==> src/rtl/vram_write_arbiter.sv <==
// Round-robin arbiter sharing the VGAGenerator VRAM write port between the
// FFT sample writer (req0) and the overlay writer (req1), gated by vertical blank.
module vram_write_arbiter #(
    parameter int unsigned ADDR_W    = 10,
    parameter int unsigned DATA_W    = 16,
    parameter int unsigned MAX_BURST = 4,
    parameter int unsigned CNT_W     = 16
) (
    input  logic              clock,
    input  logic              reset_n,
    input  logic              vblank,
    input  logic              req0_valid,
    input  logic [ADDR_W-1:0] req0_addr,
    input  logic [DATA_W-1:0] req0_data,
    output logic              req0_ready,
    input  logic              req1_valid,
    input  logic [ADDR_W-1:0] req1_addr,
    input  logic [DATA_W-1:0] req1_data,
    output logic              req1_ready,
    output logic              vram_we,
    output logic [ADDR_W-1:0] vram_addr,
    output logic [DATA_W-1:0] vram_data,
    output logic              busy,
    output logic [CNT_W-1:0]  frame_writes
);

    localparam int unsigned      BURST_W   = 4;
    localparam logic [BURST_W-1:0] BURST_LIM = BURST_W'(MAX_BURST);
    localparam logic [BURST_W-1:0] BURST_SAT = '1;
    localparam logic [CNT_W-1:0]   CNT_SAT   = '1;

    typedef enum logic {
        CLOSED = 1'b0,
        OPEN   = 1'b1
    } state_t;

    state_t               state;
    state_t               state_nx;
    logic                 vb_q;
    logic                 last_grant;
    logic [BURST_W-1:0]   burst_cnt;
    logic [CNT_W-1:0]     wr_cnt;
    logic [CNT_W-1:0]     wr_cnt_inc;
    logic                 grant0;
    logic                 grant1;
    logic                 pick1;
    logic                 fire;
    logic                 winner;
    logic                 closing;

    // State register
    always_ff @(posedge clock or negedge reset_n) begin
        if (!reset_n) begin
            state <= CLOSED;
        end else begin
            state <= state_nx;
        end
    end

    // Window transitions and grant selection; burst_cnt==0 marks a fresh
    // window, where a tie goes to the requester opposite last_grant.
    always_comb begin
        state_nx = state;
        grant0   = 1'b0;
        grant1   = 1'b0;
        pick1    = 1'b0;
        case (state)
            CLOSED:  if (vb_q)  state_nx = OPEN;
            OPEN:    if (!vb_q) state_nx = CLOSED;
            default: state_nx = CLOSED;
        endcase
        if (state == OPEN) begin
            if (req0_valid && req1_valid) begin
                if ((burst_cnt != '0) && (burst_cnt < BURST_LIM)) begin
                    pick1 = last_grant;
                end else begin
                    pick1 = ~last_grant;
                end
                grant1 = pick1;
                grant0 = ~pick1;
            end else begin
                grant0 = req0_valid;
                grant1 = req1_valid;
            end
        end
    end

    assign req0_ready = grant0;
    assign req1_ready = grant1;
    assign busy       = (state == OPEN);
    assign fire       = grant0 | grant1;
    assign winner     = grant1;
    assign closing    = (state == OPEN) && !vb_q;
    assign wr_cnt_inc = (wr_cnt == CNT_SAT) ? wr_cnt : wr_cnt + CNT_W'(1);

    // Datapath: write strobe, burst tracking and per-window write count
    always_ff @(posedge clock or negedge reset_n) begin
        if (!reset_n) begin
            vb_q         <= 1'b0;
            vram_we      <= 1'b0;
            vram_addr    <= '0;
            vram_data    <= '0;
            last_grant   <= 1'b1;
            burst_cnt    <= '0;
            wr_cnt       <= '0;
            frame_writes <= '0;
        end else begin
            vb_q    <= vblank;
            vram_we <= fire;
            if (fire) begin
                vram_addr <= winner ? req1_addr : req0_addr;
                vram_data <= winner ? req1_data : req0_data;
                wr_cnt    <= wr_cnt_inc;
                if (winner == last_grant) begin
                    burst_cnt <= (burst_cnt == BURST_SAT) ? burst_cnt
                                                          : burst_cnt + BURST_W'(1);
                end else begin
                    last_grant <= winner;
                    burst_cnt  <= BURST_W'(1);
                end
            end
            if (closing) begin
                frame_writes <= fire ? wr_cnt_inc : wr_cnt;
                wr_cnt       <= '0;
                burst_cnt    <= '0;
            end
        end
    end

endmodule

==> config.mk <==
export PLATFORM = sky130hd
export DESIGN_NAME = vram_write_arbiter
export DESIGN_NICKNAME = d
export VERILOG_FILES = /design/src/rtl/vram_write_arbiter.sv
export SDC_FILE = /design/constraint.sdc
export NUM_CORES = 1
export LEC_CHECK = 0
export BUFFER_PORTS_ARGS = -buffer_cell sky130_fd_sc_hd__buf_2
export CAP_MARGIN = 25
export CORE_UTILIZATION = 44
export DETAILED_ROUTE_END_ITERATION = 7
export PLACE_DENSITY = 0.71
export SETUP_SLACK_MARGIN = 0.2
export SYNTH_ARGS = -nofsm -noshare
export SYNTH_HDL_FRONTEND = slang
export SYNTH_SLANG_ARGS = --single-unit
==> constraint.sdc <==
create_clock -name clock -period 3.6 [get_ports clock]
set_clock_uncertainty 0.1 [all_clocks]
set_input_delay 0.36 -clock clock [delete_from_list [all_inputs] [get_ports clock]]
set_output_delay 0.36 -clock clock [all_outputs]
set_load 0.02 [all_outputs]
==> impl_metrics.json <==
{
  "status": "complete, no violations",
  "crit_arrival_ns": 2.02,
  "setup_viol": 0,
  "post_cts_buffers": 0,
  "fp.dieW_um": 86.4,
  "syn_avg_cell_area_um2": 10.8,
  "die-area_um2": 7460,
  "first_global_vias": 2557,
  "ys_types": 53,
  "portBuffers": 102,
  "place_congestion": 0.818,
  "synth_cells": 290,
  "cp_top_family": "compound AO/OA/AOI/OAI gates",
  "hpwl_mm": 5.31,
  "grt_pass1_wl_mm": 12.2,
  "cts-root-buf": "clkbuf_8",
  "p_int_mw": 1.27,
  "final_common_cell": "buf_2",
  "final_nets": 453,
  "setup_tns_ns": 0,
  "yosysWarnings": 0,
  "globalRouteTotalUtil_pct": 21.3,
  "netlist_area_um2": 3130,
  "fmax_mhz": 403,
  "finalCriticalPeriod_ns": 2.48,
  "p_sw_uw": 561,
  "wl_per_cell_um": 14.7,
  "drtPass1Iterations": 4,
  "drv_slew": 0,
  "htreeDepth": 3,
  "path_class": "reg -> out",
  "critical_path_required_ns": 3.14,
  "multi_input_area_um2": 1380,
  "synthToLayoutAreaGrowth_pct": 24.6,
  "startpoint_type": "register",
  "cap_violations": 0,
  "synth.net_count": 350,
  "core_area_um2": 6830,
  "grt-ovfl-total": 0,
  "synthArstFlopShare_pct": 100,
  "clk_latency_ns": 0.33,
  "num_vias": 2647,
  "routed_wirelength_mm": 7.27,
  "layout_common_cells": "buf_2 (102), dfrtp_1 (65), and2_1 (28)",
  "clkSinkCount": 66,
  "slowest_stage": "o211a_1",
  "clkTransAtPathRegs_ns": 0.06,
  "grt_max_degree": 48,
  "vias_per_cell": 5.36,
  "postLayoutCoreUtil_pct": 57.1,
  "ant_nets": 0,
  "hold_path.class": "in -> reg",
  "p_comb_share_pct": 23.0,
  "tightest_slew_ns": 0.816,
  "power.leakage_nw": 1.89,
  "seq_power_share_pct": 48.2,
  "worstPathMaxFanout": 12,
  "power.density_nw_per_um2": 469,
  "synth_edf_count": 0,
  "synth-seq-cells": 66,
  "slowest_delay_ns": 0.42,
  "fillers": 642,
  "seq_area_frac_synth_pct": 52.7,
  "ff2ff_setup_slack_ns": 1.46,
  "n_antenna_cell": 0,
  "cts.path.max_buffers": 2,
  "maxSlewHeadroom_pct": 45.6,
  "drive_gt1_share_pct": 33.7,
  "initial_utilization_pct": 45.9,
  "cts_buffers": 9,
  "worstPathCellList": "inv_1, ha_1, nor3_2, xnor2_1, o211a_1, buf_2",
  "yosys_most_used_dff": "dfrtp_1",
  "path_buf_inv": 2,
  "ir_drop_uv": 260,
  "hold_violations": 0,
  "drc": 0,
  "rows": 30,
  "dieHeight_um": 86.4,
  "drt_iter0_drc": 138,
  "cts_tree": "built",
  "antenna_found_initial": 0,
  "finalCritPeriodShare_pct": 69.0,
  "clkPwrFrac_pct": 28.8,
  "switching_share_pct": 30.6,
  "io_pins": 103,
  "end_kind": "output port",
  "rsz0062_at_grt": "false",
  "register_area_um2": 1650
}
## timing repair
item | 4_1_cts | 5_1_grt
endpoints found under the hold margin | 19 | 0
gates resized for setup | 0 | 0
hold buffers | 1 | 0
## logic make-up (layout without fill, tap and decap cells)
logic type,count (synthesis),in the layout,synth area share [%]
AO/OA/AOI/OAI,79,79,19.5
buffers and inverters,23,131,3.23
XOR/XNOR,1,1,0.279
flip-flops,66,66,52.7
adder cells (fa/ha/maj),3,3,1.20
multiplexers,3,3,0.998
AND/OR/NAND/NOR,115,115,22.1
## per-stage QoR
stage / worst slack, ns / total power, mW / area [um^2] / cells / hold slack [ns]
after floorplan: 1.68 / 1.15 / 3130 / 290 / -0.0356
after CTS: 1.09 / 1.85 / 3900 / 494 / 0.0119
after global routing: 0.964 / 1.93 / 3900 / 494 / 0.0155
after detailed placement: 1.35 / 1.32 / 3730 / 477 / 0.234
after global placement: 1.43 / 1.32 / 3730 / 477 / 0.236
final: 1.12 / 1.83 / 3900 / 494 / 0.0295
## worst paths after layout
| path | from | endpoint | cells after the start |
|---|---|---|---|
| worst max-delay path | burst_cnt[0] | req1_ready | 6 |
| worst min-delay path | vblank | vb_q | 1 |
| worst max register to register | busy | frame_writes[5] | 5 |
| worst min register to register | frame_writes[8] | frame_writes[8] | 2 |
| max in group asynchronous | reset_n | vram_data[3] | 3 |
| min in group asynchronous | reset_n | frame_writes[8] | 2 |
## cells in the mapped netlist (2+ instances only)
library cell / number / area, um^2
or3_1: 8 / 50.1
buf_2: 8 / 40.0
nand4_1: 3 / 18.8
nand2b_1: 3 / 18.8
o31ai_1: 7 / 52.6
nor3_1: 12 / 60.1
nor2_1: 15 / 56.3
nor4_1: 4 / 25.0
dfrtp_1: 65 / 1630
inv_1: 7 / 26.3
clkbuf_1: 5 / 18.8
ha_1: 3 / 37.5
nand3_1: 8 / 40.0
a21o_1: 2 / 15.0
a32oi_1: 2 / 17.5
nand4_4: 2 / 42.5
nand2_1: 16 / 60.1
a21oi_1: 10 / 50.1
nor2b_1: 2 / 12.5
and2_1: 28 / 175
o21ai_0: 12 / 60.1
a31oi_1: 7 / 43.8
o211ai_1: 2 / 15.0
mux2i_1: 2 / 20.0
a221o_1: 27 / 270
and3_1: 3 / 18.8
## layer usage
metal	up-vias	track usage, %	share of wire [%]
li1	1300	-	-
met1	1250	28.6	47
met2	84	33.5	47
met3	13	4.29	5.0
met4	0	9.09	1.6
met5	-	0	0
## registers in the layout, indices dropped and copies added, names as in the netlist
| signal | flops |
|---|---|
| frame_writes | 16 |
| vram_addr | 10 |
| last_grant | 1 |
| burst_cnt | 4 |
| busy | 1 |
| vram_we | 1 |
| vb_q | 1 |
| vram_data | 16 |
| wr_cnt | 16 |
## layout make-up
cell class	count	area share, %
flip-flops and latches	66	42.3
multi-input cells	201	35.4
repair buffers	108	14.3
clock buffers	13	3.81
well taps	96	3.08
inverters	7	0.673
clock inverters	3	0.385
## power by group through the flow
stage          Clock [mW]  Combinational (mW)  Sequential (mW)
4_1_cts             0.542               0.426            0.884
6_report            0.527               0.421            0.884
3_5_place_dp            0               0.428            0.892
5_1_grt             0.572               0.460            0.895
2_1_floorplan           0               0.174            0.980
3_3_place_gp            0               0.420            0.895
Note: power is estimated with default switching activity, not from simulation.
